<file path="src/rtl/pbit_sample_decoder.sv">
// Majority-vote decoder for the p-bit ripple adder: resets the adder, discards a burn-in
// interval, counts ones per bit over a programmable window, then reports settled words.
// Optional a+b == {ovf,s} hit counter is enabled by defining PBIT_CONSISTENCY_CHECK_EN.
module pbit_sample_decoder #(
    parameter int WIDTH   = 4,
    parameter int CNT_W   = 16,
    parameter int BURN_IN = 2
) (
    input  logic             clk,
    input  logic             reset,
    input  logic             start,
    input  logic [CNT_W-1:0] window,
    input  logic [WIDTH-1:0] a_smp,
    input  logic [WIDTH-1:0] b_smp,
    input  logic [WIDTH-1:0] s_smp,
    input  logic             ovf_smp,
    output logic             adder_reset,
    output logic             busy,
    output logic             done,
    output logic [WIDTH-1:0] a_dec,
    output logic [WIDTH-1:0] b_dec,
    output logic [WIDTH-1:0] s_dec,
    output logic             ovf_dec,
    output logic [CNT_W-1:0] hit_count
);

    localparam logic [1:0] IDLE   = 2'd0;
    localparam logic [1:0] FLUSH  = 2'd1;
    localparam logic [1:0] SAMPLE = 2'd2;
    localparam logic [1:0] DECIDE = 2'd3;

    localparam logic [CNT_W-1:0] ONE       = CNT_W'(1);
    localparam logic [CNT_W-1:0] BURN_LAST = CNT_W'(BURN_IN);

    logic [1:0]                  state_q, state_d;
    logic [CNT_W-1:0]            phase_q, phase_d;
    logic [CNT_W-1:0]            win_q, win_d;
    logic                        adder_reset_q, adder_reset_d;
    logic                        done_q, done_d;
    logic [WIDTH-1:0][CNT_W-1:0] a_cnt_q, a_cnt_d;
    logic [WIDTH-1:0][CNT_W-1:0] b_cnt_q, b_cnt_d;
    logic [WIDTH-1:0][CNT_W-1:0] s_cnt_q, s_cnt_d;
    logic [CNT_W-1:0]            ovf_cnt_q, ovf_cnt_d;
    logic [WIDTH-1:0]            a_dec_q, a_dec_d;
    logic [WIDTH-1:0]            b_dec_q, b_dec_d;
    logic [WIDTH-1:0]            s_dec_q, s_dec_d;
    logic                        ovf_dec_q, ovf_dec_d;

`ifdef PBIT_CONSISTENCY_CHECK_EN
    logic [CNT_W-1:0] hit_cnt_q, hit_cnt_d;
    logic [CNT_W-1:0] hit_count_q, hit_count_d;
    logic [WIDTH:0]   pair_sum;
    logic             pair_hit;

    assign pair_sum = {1'b0, a_smp} + {1'b0, b_smp};
    assign pair_hit = (pair_sum == {ovf_smp, s_smp});
`endif

    // Strict majority at CNT_W+1 bits so 2*count cannot wrap; a tie decodes to 0.
    function automatic logic majority(input logic [CNT_W-1:0] cnt, input logic [CNT_W-1:0] win);
        return {cnt, 1'b0} > {1'b0, win};
    endfunction

    always_comb begin
        // NOTE: every _d gets a default before the case so no path leaves it unassigned,
        // which would otherwise infer a latch.
        state_d       = state_q;
        phase_d       = phase_q;
        win_d         = win_q;
        adder_reset_d = 1'b0;
        done_d        = 1'b0;
        a_cnt_d       = a_cnt_q;
        b_cnt_d       = b_cnt_q;
        s_cnt_d       = s_cnt_q;
        ovf_cnt_d     = ovf_cnt_q;
        a_dec_d       = a_dec_q;
        b_dec_d       = b_dec_q;
        s_dec_d       = s_dec_q;
        ovf_dec_d     = ovf_dec_q;
`ifdef PBIT_CONSISTENCY_CHECK_EN
        hit_cnt_d     = hit_cnt_q;
        hit_count_d   = hit_count_q;
`endif

        case (state_q)
            IDLE: begin
                if (start) begin
                    state_d       = FLUSH;
                    win_d         = (window == '0) ? ONE : window;
                    phase_d       = '0;
                    adder_reset_d = 1'b1;
                    a_cnt_d       = '0;
                    b_cnt_d       = '0;
                    s_cnt_d       = '0;
                    ovf_cnt_d     = '0;
`ifdef PBIT_CONSISTENCY_CHECK_EN
                    hit_cnt_d     = '0;
`endif
                end
            end

            FLUSH: begin
                if (phase_q == BURN_LAST) begin
                    state_d = SAMPLE;
                    phase_d = '0;
                end else begin
                    phase_d = phase_q + ONE;
                end
            end

            SAMPLE: begin
                // Counters never exceed the window, so plain adds cannot overflow.
                for (int i = 0; i < WIDTH; i++) begin
                    a_cnt_d[i] = a_cnt_q[i] + {{(CNT_W-1){1'b0}}, a_smp[i]};
                    b_cnt_d[i] = b_cnt_q[i] + {{(CNT_W-1){1'b0}}, b_smp[i]};
                    s_cnt_d[i] = s_cnt_q[i] + {{(CNT_W-1){1'b0}}, s_smp[i]};
                end
                ovf_cnt_d = ovf_cnt_q + {{(CNT_W-1){1'b0}}, ovf_smp};
`ifdef PBIT_CONSISTENCY_CHECK_EN
                hit_cnt_d = hit_cnt_q + {{(CNT_W-1){1'b0}}, pair_hit};
`endif
                if (phase_q == win_q - ONE) begin
                    state_d = DECIDE;
                end else begin
                    phase_d = phase_q + ONE;
                end
            end

            DECIDE: begin
                state_d = IDLE;
                done_d  = 1'b1;
                for (int i = 0; i < WIDTH; i++) begin
                    a_dec_d[i] = majority(a_cnt_q[i], win_q);
                    b_dec_d[i] = majority(b_cnt_q[i], win_q);
                    s_dec_d[i] = majority(s_cnt_q[i], win_q);
                end
                ovf_dec_d = majority(ovf_cnt_q, win_q);
`ifdef PBIT_CONSISTENCY_CHECK_EN
                hit_count_d = hit_cnt_q;
`endif
            end

            default: state_d = IDLE;
        endcase
    end

    always_ff @(posedge clk) begin
        if (!reset) begin
            // NOTE: the vote counters are ordinary flops, not a memory, and are cleared
            // here so a run abandoned by reset leaves no stale tallies behind.
            state_q       <= IDLE;
            phase_q       <= '0;
            win_q         <= ONE;
            adder_reset_q <= 1'b0;
            done_q        <= 1'b0;
            a_cnt_q       <= '0;
            b_cnt_q       <= '0;
            s_cnt_q       <= '0;
            ovf_cnt_q     <= '0;
            a_dec_q       <= '0;
            b_dec_q       <= '0;
            s_dec_q       <= '0;
            ovf_dec_q     <= 1'b0;
`ifdef PBIT_CONSISTENCY_CHECK_EN
            hit_cnt_q     <= '0;
            hit_count_q   <= '0;
`endif
        end else begin
            state_q       <= state_d;
            phase_q       <= phase_d;
            win_q         <= win_d;
            adder_reset_q <= adder_reset_d;
            done_q        <= done_d;
            a_cnt_q       <= a_cnt_d;
            b_cnt_q       <= b_cnt_d;
            s_cnt_q       <= s_cnt_d;
            ovf_cnt_q     <= ovf_cnt_d;
            a_dec_q       <= a_dec_d;
            b_dec_q       <= b_dec_d;
            s_dec_q       <= s_dec_d;
            ovf_dec_q     <= ovf_dec_d;
`ifdef PBIT_CONSISTENCY_CHECK_EN
            hit_cnt_q     <= hit_cnt_d;
            hit_count_q   <= hit_count_d;
`endif
        end
    end

    assign adder_reset = adder_reset_q;
    assign busy        = (state_q != IDLE);
    assign done        = done_q;
    assign a_dec       = a_dec_q;
    assign b_dec       = b_dec_q;
    assign s_dec       = s_dec_q;
    assign ovf_dec     = ovf_dec_q;
`ifdef PBIT_CONSISTENCY_CHECK_EN
    assign hit_count   = hit_count_q;
`else
    assign hit_count   = '0;
`endif

endmodule

</file>
<file path="config.mk">
export PLATFORM = sky130hd
export DESIGN_NAME = pbit_sample_decoder
export DESIGN_NICKNAME = d
export VERILOG_FILES = /design/src/rtl/pbit_sample_decoder.sv
export SDC_FILE = /design/constraint.sdc
export NUM_CORES = 1
export LEC_CHECK = 0
export ABC_AREA = 1
export ABC_CLOCK_PERIOD_IN_PS = 3100
export CORE_MARGIN = 2
export CORE_UTILIZATION = 62
export CTS_CLUSTER_SIZE = 8
export DETAILED_ROUTE_END_ITERATION = 10
export PLACE_DENSITY_LB_ADDON = 0.2
export SYNTH_ARGS = -nofsm -noshare
export SYNTH_HDL_FRONTEND = slang
export SYNTH_SLANG_ARGS = --single-unit
</file>
<file path="constraint.sdc">
create_clock -name clk -period 3.1 [get_ports clk]
set_input_delay 0.775 -clock clk [delete_from_list [all_inputs] [get_ports clk]]
set_output_delay 0.775 -clock clk [all_outputs]
set_load 0.03 [all_outputs]
</file>
==> reports/metrics.csv, run 1 <==
stage,metric,value,unit
worst_setup_path,r2r-end,s_cnt_q[47],
synth,yosys.area.top_type,dfxtp_1,
route,avgViaCountPerCell,5.97,
cts,clock-sinks,257,
timing,fmax,355,MHz
run_status,status,"complete, no violations",
worst_setup_path,slowest_stage,clkdlybuf4s50_1,
worst_setup_path,crit_chain,"inv_1, ha_1, inv_1, clkdlybuf4s50_1",
placement,placed_area,17900,um^2
cts,clk_latency,0.53,ns
worst_setup_path,timing.rr.start,state_q[0],
worst_setup_path,crit_end,busy,
route,drt_wl_total,46.0,mm
worst_setup_path,startpoint,state_q[0],
route,remaining_drc_errors,0,
synth,syn-cell-area,16900,um^2
floorplanning,die_y,169,um
placement,io_buffers,47,
power,powerDensity,612,nW/um^2
synth,synthCells,2311,
timing,relSlewSlack,0.329,
floorplanning,core_area,26900,um^2
timing,period_needed,2.81,ns
worst_setup_path,crit_fanout,4,
layout,drive_above_1_share,0.0704,
timing,fin_crit_sh,0.908,
placement,gp_congestion,0.883,
layout,fin_area,18900,um^2
worst_setup_path,reg2reg_slack,0.44,ns
floorplanning,fp-row-count,60,
cts,cts-buffers-inserted,38,
route,first_pass_iters,5,
route,ant_nets,0,
worst_setup_path,cp.required,2.32,ns
worst_setup_path,cp_data_arrival_time,2.04,ns
worst_hold_path,hp-class,flip-flop to flip-flop,
worst_setup_path,cpPeakStageDelay,0.70,ns
placement,dp.cells,2686,
placement,dp_hpwl,31.4,mm
cts,tritoncts,built,
worst_setup_path,path_common_cell,inv_1,
route,wl_per_cell,16.9,um
power,vdd_ir_drop_max,470,uV
global_route,grt_remaining_overflow,0,
worst_setup_path,worst-setup-path-type,flip-flop to output port,
global_route,grt_util_met3,0.0529,
global_route,antenna_found_initial,0,
timing,clock_skew,0.0222,ns
synth,ys_seq_area_frac,0.304,
global_route,met2_usage,0.552,
worst_setup_path,critPathLaunchType,flip-flop,
global_route,grt_max_degree,124,
layout,instances_no_fill,2729,
cts,postCtsSetupBuffers,0,
timing,setup_viol,0,
global_route,met1_usage,0.401,
synth,syn_area_per_cell,7.32,um^2
timing,rsz0062_at_grt,no,
job,max-cap-violations,0,
global_route,grt_pass1_wl,75.1,mm
cts,cts_resized,0,
layout,mostFrequentLayoutCells,"nand2_1, a21oi_1, dfxtp_1",
synth,ys_types,48,
worst_hold_path,hold_depth,2,
timing,report.final.hold_viol_count,0,
layout,final_common_cell,nand2_1,
synth,ys_warn_count,0,
cts,clockBufferDepth,3,
synth,synth-seq-cells,257,
worst_setup_path,worstRegToRegCells,14,
floorplanning,die_w,169,um
cts,path_clk_slew,0.05,ns
floorplanning,start_util,0.629,
floorplanning,ios,64,
route,drt_iter0_markers,1187,
timing,maxSlewViolCount,0,
cts,clockRootBuffer,clkbuf_16,
synth,yosys-top-cells-area,"dfxtp_1, ha_1, nand2_1",
power,power,11.5,mW
layout,final_util,0.702,
layout,area_growth,11.6,%
global_route,grt-busiest-layer,met2,
timing,worst_slew_pin_slew,1.00,ns
layout,nets,2645,
global_route,grt_pass1_vias,15600,
worst_setup_path,cp-end-kind,output port,
route,vias,16300,
power,power.leakage,8.55,nW
layout,n_fill_cell,2249,
cts,cts_hold_buf,0,
global_route,grt_usage,0.319,
synth,synth_top_area_frac,0.304,
floorplanning,dieArea,28600,um^2
cts,htree_num_levels,2,
state kept, by name (all words and copies together), names as in the netlist:
register and cells:
a_cnt_q 64, b_cnt_q 64, s_cnt_q 64, ovf_cnt_q 16, phase_q 16, win_q 16
a_dec 4, b_dec 4, s_dec 4, state_q 2, adder_reset 1, done 1
ovf_dec 1
metrics by stage:
step	setup slack, ns	hold slack (ns)	TNS [ns]
after floorplan	0.539	0.450	0
after global placement	0.0989	0.452	0
after detailed placement	-0.0481	0.455	-0.0481
after CTS	0.284	0.463	0
after global routing	0.155	0.494	0
final	0.285	0.462	0
power breakdown:
| part | internal (mW) | switching, mW | leakage [nW] | total, mW |
|---|---|---|---|---|
| sequential | 3.44 | 0.154 | 2.08 | 3.59 |
| clock | 2.21 | 1.46 | 0.490 | 3.67 |
| combinational | 1.41 | 2.87 | 5.98 | 4.28 |
worst max-delay path, delay by kind of cell, from the launching register on:
kind,cells,cell delay (ns)
buffers and inverters,3,0.94
flip-flops,1,0.36
adder cells (fa/ha/maj),1,0.21
Yosys cell counts (all sizes together):
cell,instances
nand2,384
nor2,269
a21oi,265
dfxtp,257
ha,228
inv,223
nand3,136
o21ai,134
nand4,86
nor3,75
clkbuf,37
buf,29
a211oi,24
a21o,23
nor4,16
or2,16
o21a,14
o211ai,13
o311ai,13
xor2,12
a211o,11
or3,11
and3,9
xnor2,9
a31oi,4
nand3b,4
o31ai,4
and2,1
clkinv,1
conb,1
nor3b,1
o2111ai,1
logic make-up (layout without fill, tap and decap cells):
group | Yosys count | after routing | synth area share
AND/OR/NAND/NOR | 1008 | 1008 | 0.278
AO/OA/AOI/OAI | 506 | 506 | 0.168
buffers and inverters | 290 | 351 | 0.0704
flip-flops | 257 | 257 | 0.304
adder cells (fa/ha/maj) | 228 | 228 | 0.169
XOR/XNOR | 21 | 21 | 0.0109
other | 1 | 17 | 0.000222
per-layer routing:
layer,routed length [um],vias up
met5,0,-
met4,1520,0
met3,3340,115
met2,21400,514
met1,19700,7543
li1,-,8127
worst min path at each step:
stage	startpoint	end
after global placement	b_dec[0]	b_dec[0]
final	b_dec[0]	b_dec[0]
after detailed placement	b_dec[1]	b_dec[1]
after CTS	b_dec[1]	b_dec[1]
after global routing	s_dec[2]	s_dec[2]
after floorplan	a_cnt_q[5]	a_cnt_q[5]
layout make-up:
type	instances	area, um^2	share of cell area
Antenna cell	1	2.50	0.000133
Timing Repair Buffer	85	818	0.0434
Clock buffer	40	980	0.0519
Multi-Input combinational cell	1779	10600	0.564
Sequential cell	257	5140	0.273
Tap cell	341	427	0.0226
Clock inverter	2	17.5	0.000928
Inverter	224	843	0.0447
Note: power is estimated with default switching activity, not from simulation.
==> run 2: changes to the inputs <==
--- a/config.mk
+++ b/config.mk
@@ -6,12 +6,13 @@
 export NUM_CORES = 1
 export LEC_CHECK = 0
 export ABC_AREA = 1
-export ABC_CLOCK_PERIOD_IN_PS = 3100
+export ABC_CLOCK_PERIOD_IN_PS = 3470
 export CORE_MARGIN = 2
-export CORE_UTILIZATION = 62
+export CORE_UTILIZATION = 67
 export CTS_CLUSTER_SIZE = 8
 export DETAILED_ROUTE_END_ITERATION = 10
 export PLACE_DENSITY_LB_ADDON = 0.2
 export SYNTH_ARGS = -nofsm -noshare
 export SYNTH_HDL_FRONTEND = slang
 export SYNTH_SLANG_ARGS = --single-unit
+export TNS_END_PERCENT = 20
==> constraint.sdc (replaced) <==
create_clock -name clk -period 3.47 [get_ports clk]
set_input_delay 0.8675 -clock clk [delete_from_list [all_inputs] [get_ports clk]]
set_output_delay 0.8675 -clock clk [all_outputs]
set_load 0.03 [all_outputs]
==> run 2 against run 1 <==
First-iteration DRC count is 20% higher. Via count is 0.71% higher. Largest power group unchanged. Critical endpoint unchanged. Cell count shrank 0.51%.
==> reports/metrics.csv, run 2 (same netlist as run 1, synthesis figures left out) <==
stage,metric,value,unit
timing,clock_skew,0.00984,ns
route,vias,16400,
floorplanning,core_area,25000,um^2
worst_setup_path,cp-end-kind,output port,
layout,n_antenna_cell,0,
worst_setup_path,worst-setup-path-type,flip-flop to output port,
cts,clk_latency,0.52,ns
cts,cts_resized,0,
route,first_pass_iters,6,
worst_setup_path,critPathLaunchType,flip-flop,
worst_setup_path,path_delay_family,buffers and inverters,
layout,area_growth,11.3,%
worst_setup_path,crit_chain,"inv_1, ha_1, inv_1, clkdlybuf4s50_1",
worst_setup_path,cpPeakStageDelay,0.70,ns
placement,gp_congestion,0.918,
power,swShare,0.384,
cts,tritoncts,built,
layout,reg.largest.list,"a_cnt_q (64), b_cnt_q (64), s_cnt_q (64)",
worst_setup_path,crit_buf_inv,3,
route,drt_iter0_markers,1426,
global_route,grt_pass1_vias,15300,
layout,fin_area,18800,um^2
timing,rsz0062_at_grt,no,
layout,nets,2642,
power,p_int,6.34,mW
global_route,grt_remaining_overflow,0,
power,power.share.sequential,0.312,
timing,maxSlewViolCount,0,
floorplanning,ios,64,
worst_setup_path,cp.required,2.60,ns
placement,placed_area,17800,um^2
power,vdd_ir_drop_max,409,uV
timing,report.final.hold_viol_count,0,
power,power.leakage,8.54,nW
cts,clock-sinks,257,
layout,instances_no_fill,2715,
floorplanning,die_w,163,um
global_route,grt_pass1_wl,73.5,mm
route,drt_wl_total,45.4,mm
cts,clockRootBuffer,clkbuf_16,
layout,final_common_cell,nand2_1,
route,ant_nets,0,
timing,period_needed,2.90,ns
run_status,status,"complete, no violations",
worst_setup_path,slowest_stage,clkdlybuf4s50_1,
timing,setup_viol,0,
power,powerDensity,547,nW/um^2
global_route,grt_usage,0.340,
cts,htree_num_levels,2,
route,remaining_drc_errors,0,
placement,dp_hpwl,30.9,mm
cts,clockBufferDepth,3,
floorplanning,die_y,163,um
timing,hold_ws,0.461,ns
worst_setup_path,crit_fanout,4,
power,p_comb_frac,0.369,
power,power_frac_clock,0.319,
global_route,antenna_found_initial,1,
global_route,grt_max_degree,105,
worst_setup_path,path_common_cell,inv_1,
layout,mostFrequentLayoutCells,"nand2_1, a21oi_1, dfxtp_1",
placement,io_buffers,47,
cts,path_clk_slew,0.05,ns
layout,drive_above_1_share,0.0700,
timing,fin_tns_setup,0,ns
timing,worst_slew_pin_slew,1.02,ns
timing,relSlewSlack,0.320,
route,wl_per_cell,16.7,um
job,max-cap-violations,0,
route,avgViaCountPerCell,6.05,
timing,fin_crit_sh,0.836,
cts,cts_hold_buf,0,
timing,fmax,345,MHz
worst_hold_path,hp-class,flip-flop to flip-flop,
layout,n_fill_cell,1912,
cts,postCtsSetupBuffers,0,
power,p_switching,3.95,mW
cts,cts-buffers-inserted,38,
floorplanning,fp-row-count,58,
floorplanning,start_util,0.677,
placement,dp.cells,2672,
worst_setup_path,cp_data_arrival_time,2.03,ns
floorplanning,dieArea,26500,um^2
-- run 2: final cells by class --
cell class / instances / area, um^2 / area share
multi-input cells: 1779 / 10600 / 0.565
flip-flops and latches: 257 / 5140 / 0.273
clock buffers: 41 / 1000 / 0.0533
inverters: 224 / 843 / 0.0448
repair buffers: 82 / 771 / 0.0409
well taps: 330 / 413 / 0.0219
clock inverters: 2 / 13.8 / 0.000731
-- run 2: worst reg2reg max path: cells and delay by family, from the launching register on --
| family | cells | cell delay (ns) |
|---|---|---|
| AO/OA/AOI/OAI | 2 | 0.85 |
| adder cells (fa/ha/maj) | 1 | 0.54 |
| AND/OR/NAND/NOR | 2 | 0.40 |
| buffers and inverters | 1 | 0.49 |
| flip-flops | 1 | 0.41 |
-- run 2: routing by layer --
metal / GRT usage / up-vias / share of wire
met4: 0.138 / 2 / 0.038
li1: - / 8137 / -
met2: 0.573 / 616 / 0.46
met3: 0.0583 / 136 / 0.081
met1: 0.434 / 7524 / 0.42
met5: 0 / - / 0.00029
-- run 2: worst paths after layout --
check | to | cells past startpoint | slack, ns | start
min reg2reg | a_dec[1] | 2 | 0.46 | a_dec[1]
min | a_dec[1] | 2 | 0.46 | a_dec[1]
max reg2reg | s_dec[0] | 6 | 0.63 | win_q[5]
max | busy | 4 | 0.57 | state_q[1]
-- run 2: power groups by stage --
stage / Sequential (mW) / Clock (mW) / Combinational, mW
floorplan: 3.23 / 0 / 2.62
global placement: 3.27 / 0 / 3.60
detailed placement: 3.27 / 0 / 3.70
CTS: 3.21 / 3.32 / 3.73
global route: 3.22 / 3.45 / 4.19
finish: 3.22 / 3.28 / 3.80
-- run 2: through the flow --
step | util | setup slack [ns] | power, mW
3_5_place_dp | 0.713 | 0.227 | 6.97
4_1_cts | 0.754 | 0.578 | 10.3
6_report | 0.754 | 0.569 | 10.3
5_1_grt | 0.754 | 0.455 | 10.9
2_1_floorplan | - | 0.909 | 5.85
3_3_place_gp | 0.713 | 0.329 | 6.86
